## config.mk

```make
export PLATFORM = sky130hd
export DESIGN_NAME = fetch_cycle_hs
export DESIGN_NICKNAME = d
export VERILOG_FILES = /design/src/rtl/fetch_cycle_hs.sv
export SDC_FILE = /design/constraint.sdc
export NUM_CORES = 1
export LEC_CHECK = 0
export ABC_AREA = 0
export BUFFER_PORTS_ARGS = -buffer_cell sky130_fd_sc_hd__buf_2
export CORE_MARGIN = 8
export CORE_UTILIZATION = 60
export CTS_CLUSTER_DIAMETER = 150
export DETAILED_ROUTE_END_ITERATION = 8
export MAX_ROUTING_LAYER = met4
export PLACE_DENSITY = 0.92
export SKIP_LAST_GASP = 1
export SLEW_MARGIN = 5
export SYNTH_ARGS = -nofsm -noshare
export SYNTH_HDL_FRONTEND = slang
export SYNTH_SLANG_ARGS = --single-unit
```

## constraint.sdc

```tcl
create_clock -name clk -period 6 [get_ports clk]
set_input_delay 0.3 -clock clk [delete_from_list [all_inputs] [get_ports clk]]
set_output_delay 0.3 -clock clk [all_outputs]
set_load 0.01 [all_outputs]
```

## src/rtl/fetch_cycle_hs.sv

```systemverilog
// fetch_cycle_hs: instruction-fetch stage owning the PC, the instruction
// memory request/grant/response handshake (one request outstanding) and the
// IF/ID pipeline register read directly by decode.
//
// Optional feature: define FETCH_STATS_EN to add the fetch_cnt / kill_cnt
// statistics counters and their output ports. Without the macro the block is
// complete and behaves identically apart from those ports.

module fetch_cycle_hs #(
    parameter logic [31:0] RESET_PC  = 32'h0000_0000,
    parameter logic [31:0] NOP_INSTR = 32'h0000_0013
) (
    input  logic        clk,
    input  logic        rst,
    input  logic        PCSrcE,
    input  logic [31:0] PCTargetE,
    input  logic        StallD,
    input  logic        FlushD,
    output logic        imem_req,
    output logic [31:0] imem_addr,
    input  logic        imem_gnt,
    input  logic        imem_rvalid,
    input  logic [31:0] imem_rdata,
    output logic [31:0] InstrD,
    output logic [31:0] PCD,
    output logic [31:0] PCPlus4D,
    output logic        ValidD
`ifdef FETCH_STATS_EN
    ,
    output logic [31:0] fetch_cnt,
    output logic [31:0] kill_cnt
`endif
);

    // Fetch controller states
    localparam logic [1:0] ST_IDLE = 2'd0;
    localparam logic [1:0] ST_REQ  = 2'd1;
    localparam logic [1:0] ST_WAIT = 2'd2;
    localparam logic [1:0] ST_HOLD = 2'd3;

    logic [1:0]  state_q, state_d;
    logic [31:0] pcF_q, pcF_d;
    logic [31:0] reqPc_q, reqPc_d;
    logic        kill_q, kill_d;
    logic [31:0] holdInstr_q, holdInstr_d;
    logic [31:0] holdPc_q, holdPc_d;

    logic [31:0] instrD_q;
    logic [31:0] pcD_q;
    logic [31:0] pcPlus4D_q;
    logic        validD_q;

    logic        deliver;
    logic [31:0] deliverInstr;
    logic [31:0] deliverPc;
    logic        discardRsp;
    logic        dropHold;

    // The request is presented only in REQ; the address always tracks PCF so
    // a redirect while the request is pending simply retargets it.
    assign imem_req  = (state_q == ST_REQ);
    assign imem_addr = pcF_q;

    // Next-state logic: FSM, PC update, kill tracking and hold buffer capture.
    always_comb begin
        state_d      = state_q;
        pcF_d        = pcF_q;
        reqPc_d      = reqPc_q;
        kill_d       = kill_q;
        holdInstr_d  = holdInstr_q;
        holdPc_d     = holdPc_q;
        deliver      = 1'b0;
        deliverInstr = holdInstr_q;
        deliverPc    = holdPc_q;
        discardRsp   = 1'b0;
        dropHold     = 1'b0;

        case (state_q)
            ST_IDLE: begin
                state_d = ST_REQ;
            end

            ST_REQ: begin
                if (imem_gnt) begin
                    reqPc_d = pcF_q;
                    pcF_d   = pcF_q + 32'd4;
                    state_d = ST_WAIT;
                end
                if (PCSrcE) begin
                    pcF_d = PCTargetE;
                    if (imem_gnt) begin
                        kill_d = 1'b1;
                    end
                end
            end

            ST_WAIT: begin
                if (imem_rvalid) begin
                    if (kill_q || PCSrcE) begin
                        discardRsp = 1'b1;
                        kill_d     = 1'b0;
                        state_d    = ST_REQ;
                    end else if (!StallD) begin
                        deliver      = 1'b1;
                        deliverInstr = imem_rdata;
                        deliverPc    = reqPc_q;
                        state_d      = ST_REQ;
                    end else begin
                        holdInstr_d = imem_rdata;
                        holdPc_d    = reqPc_q;
                        state_d     = ST_HOLD;
                    end
                end else if (PCSrcE) begin
                    kill_d = 1'b1;
                end
                if (PCSrcE) begin
                    pcF_d = PCTargetE;
                end
            end

            ST_HOLD: begin
                if (PCSrcE) begin
                    dropHold = 1'b1;
                    pcF_d    = PCTargetE;
                    state_d  = ST_REQ;
                end else if (!StallD) begin
                    deliver = 1'b1;
                    state_d = ST_REQ;
                end
            end

            default: begin
                state_d = ST_IDLE;
            end
        endcase
    end

    // Fetch-side state registers.
    always_ff @(posedge clk) begin
        if (rst) begin
            state_q     <= ST_IDLE;
            pcF_q       <= RESET_PC;
            reqPc_q     <= RESET_PC;
            kill_q      <= 1'b0;
            holdInstr_q <= NOP_INSTR;
            holdPc_q    <= 32'd0;
        end else begin
            state_q     <= state_d;
            pcF_q       <= pcF_d;
            reqPc_q     <= reqPc_d;
            kill_q      <= kill_d;
            holdInstr_q <= holdInstr_d;
            holdPc_q    <= holdPc_d;
        end
    end

    // IF/ID register: flush beats stall, stall beats a delivery, otherwise a bubble.
    always_ff @(posedge clk) begin
        if (rst) begin
            instrD_q   <= NOP_INSTR;
            pcD_q      <= 32'd0;
            pcPlus4D_q <= 32'd0;
            validD_q   <= 1'b0;
        end else if (FlushD) begin
            instrD_q   <= NOP_INSTR;
            pcD_q      <= 32'd0;
            pcPlus4D_q <= 32'd0;
            validD_q   <= 1'b0;
        end else if (StallD) begin
            instrD_q   <= instrD_q;
            pcD_q      <= pcD_q;
            pcPlus4D_q <= pcPlus4D_q;
            validD_q   <= validD_q;
        end else if (deliver) begin
            instrD_q   <= deliverInstr;
            pcD_q      <= deliverPc;
            pcPlus4D_q <= deliverPc + 32'd4;
            validD_q   <= 1'b1;
        end else begin
            instrD_q   <= NOP_INSTR;
            validD_q   <= 1'b0;
        end
    end

    assign InstrD   = instrD_q;
    assign PCD      = pcD_q;
    assign PCPlus4D = pcPlus4D_q;
    assign ValidD   = validD_q;

`ifdef FETCH_STATS_EN
    logic [31:0] fetchCnt_q;
    logic [31:0] killCnt_q;

    // Statistics: delivered instructions and thrown-away responses/buffers.
    always_ff @(posedge clk) begin
        if (rst) begin
            fetchCnt_q <= 32'd0;
            killCnt_q  <= 32'd0;
        end else begin
            if (deliver && !FlushD) begin
                fetchCnt_q <= fetchCnt_q + 32'd1;
            end
            if (discardRsp || dropHold) begin
                killCnt_q <= killCnt_q + 32'd1;
            end
        end
    end

    assign fetch_cnt = fetchCnt_q;
    assign kill_cnt  = killCnt_q;
`endif

endmodule

```

==> impl_metrics.csv <==
group,metric,value,unit
outcome,outcome,"completed",
layout,fin_area,0.0121,sq mm
synthesis,async_flop_share,0,%
sta,fin_setup_tns,0,ns
synthesis,synth_edf_count,0,
clocking,htreeDepth,1,
die,dieArea,0.0217,sq mm
die,fp.dieW,147,um
sta,worst_slew_pin_slew,1.22,ns
die,num_rows,48,
global_routing,antenna_found_initial,1,
clocking,cts_buffers,23,
setup_path,worstPathArrival,4.55,ns
layout,nets,1574,
clocking,clkLatencyLatePin,0.52,ns
synthesis,synthMostInstantiatedCell,"nand2_1",
synthesis,ys.flop_type,"dfxtp_1",
setup_path,cp-start-kind,"flip-flop",
route,route.detailed.drc,0,
synthesis,yosysTopAreaCell,"dfxtp_1",
clocking,post_cts_buffers,0,
clocking,cts_tree,"yes",
setup_path,path_class,"flip-flop to flip-flop",
setup_path,critPathCaptureType,"flip-flop",
clocking,cts.sinks,226,
global_routing,grt_first_pass_wirelength,50000,um
placement,place_congestion,0.973,
synthesis,synthTopCellsByArea,"dfxtp_1 (44%), nand2_1 (11%), a21oi_1 (9.4%)",
layout,filler_cell_count,1323,
sta,setup_viol,0,
global_routing,grt_max_degree,114,
layout,seqCellArea,0.00452,sq mm
global_routing,top_usage_layer,"met2",
synthesis,synth_top_area_share,43.8,%
setup_path,crit_required,6.43,ns
job,max_cap_viol_count,0,
route,wire_per_inst,17.7,um
pwr,ir_drop,0.180,mV
layout,areaGrowthSynthToFinish,17.3,%
synthesis,synth.avg_cell_area,7.58,sq um
route,drt_wl_total,30800,um
synthesis,synth_common_cells,"nand2_1 (316), dfxtp_1 (226), a21oi_1 (193), nor2_1 (113), clkbuf_1 (93)",
sta,post-route-min-period,4.13,ns
layout,layout-drive-gt1-share,17.8,%
global_routing,track_usage,27.8,%
min_path,hold_path.class,"primary input to flip-flop",
placement,dp_hpwl,20900,um
route,dr_total_vias,10700,
sta,slew_headroom,18.1,%
route,vias_per_cell,6.13,
sta,slew_viol_final,0,
synthesis,syn_nets,1440,
die,start_util,60.6,%
layout,multi_input_area,0.00538,sq mm
pwr,power_density,275,mW/mm^2
placement,postPlaceCellArea,0.0113,sq mm
clocking,clockRootBuffer,"clkbuf_16",
clocking,cts_buffer_depth,3,
route,drtPass1Iterations,6,
placement,portBuffers,200,
pwr,power_leakage,4.57,nW
die,io_pins,201,
sta,finalCritPeriodShare,68.8,%
synthesis,ys_ff_latch,226,
layout,stdcell_count,1738,
synthesis,synth_cell_types,60,
synthesis,yosys_warnings,0,
placement,placed_cells,1696,
clocking,clkTransAtPathRegs,0.07,ns
sta,hold_viol,0,
global_routing,grt_pass1_vias,9920,
sta,fmax,0.242,GHz
route,drt_iter0_drc,1260,
synthesis,seq_area_frac_synth,43.8,%
global_routing,grt_use_met3,4.61,%
die,die_h,147,um
global_routing,grt_overflow,0,
pwr,p_total,3.33,mW
synthesis,synthCells,1362,
synthesis,syn_area,0.0103,sq mm
clocking,cts_resized,0,
sta,clock_skew,0.0272,ns
global_routing,use_met1,37.6,%
setup_path,cp_max_fo,14,
sta,rsz0062_at_grt,"false",
die,core_area,0.0171,sq mm
route,detail-route-antenna-nets,0,
global_routing,grt_use_met2,41.9,%
clocking,ctsHoldBuffers,0,
-- final cells by class --
class,count,share of cell area [%]
Clock buffer,32,5.28
Timing Repair Buffer,215,9.21
Antenna cell,1,0.0206
Inverter,11,0.341
Clock inverter,9,1.08
Sequential cell,226,37.3
Multi-Input combinational cell,1019,44.4
Tap cell,225,2.32
-- cells by family after synthesis --
logic type / synth area share [%]
flops: 43.8
simple gates: 24.7
buf+inv: 4.48
mux: 3.06
compound gates: 21.7
xor+xnor: 1.36
fa+ha+maj: 0.848
-- path summary, 6_finish.rpt --
check,endpoint,startpoint,cells past startpoint,slack (ns)
setup / recovery,PCPlus4D[28]$_SDFFE_PP0P_,state_q[0]$_SDFFE_PP0P_,13,1.87
hold / removal,imem_addr[0]$_SDFFE_PP0P_,PCTargetE[0],3,0.04
setup reg to reg,PCPlus4D[28]$_SDFFE_PP0P_,state_q[0]$_SDFFE_PP0P_,13,1.87
hold reg to reg,PCPlus4D[11]$_SDFFE_PP0P_,PCPlus4D[11]$_SDFFE_PP0P_,2,0.45
-- per-layer routing --
metal  wire length, um  vias to the layer above
met4               743                        0
met2             13800                      582
li1                  -                     5045
met5                 0                        -
met3              2990                       77
met1             13300                     4953
-- placed cells by master (no fill, tap or decap), drive strengths merged, types with 17 or more instances in the layout --
| cell type | n |
|---|---|
| a211oi | 31 |
| a21oi | 193 |
| a31oi | 17 |
| and3 | 17 |
| buf | 215 |
| clkbuf | 32 |
| dfxtp | 226 |
| mux2i | 26 |
| nand2 | 316 |
| nand3 | 45 |
| nand4 | 19 |
| nor2 | 113 |
| nor3 | 23 |
| o21ai | 66 |
-- worst max-delay path, stage by stage (launching register included) --
cell and delay, ns:
dfxtp_1 0.35, inv_1 0.10, ha_1 0.30, and3b_1 0.57, nand2_1 0.50, mux2i_1 0.26
inv_1 0.09, ha_1 0.23, nand4_1 0.15, a2111oi_0 0.43, a31oi_1 0.22, a211oi_2 0.46
a21oi_1 0.13, a311oi_1 0.27
-- flip-flops by register name, summed over array words and instances, names as in the netlist --
name         cells
kill_q           1
reqPc_q         32
state_q          2
holdPc_q        32
PCD             32
imem_addr       32
ValidD           1
InstrD          32
PCPlus4D        30
holdInstr_q     32
-- report_power, final --
group,switching (mW),internal [mW]
Clock,0.589,0.875
Combinational,0.188,0.0946
Sequential,0.0483,1.53
-- metrics by stage --
stage,utilization [%],setup WS [ns],hold WS [ns]
6_report,71.1,1.87,0.0396
3_3_place_gp,66.5,2.29,0.437
2_1_floorplan,-,2.41,0.424
3_5_place_dp,66.5,2.09,0.445
4_1_cts,71.0,2.03,0.0288
5_1_grt,71.1,1.47,0.0497
Power figures use the tool's default switching activity.
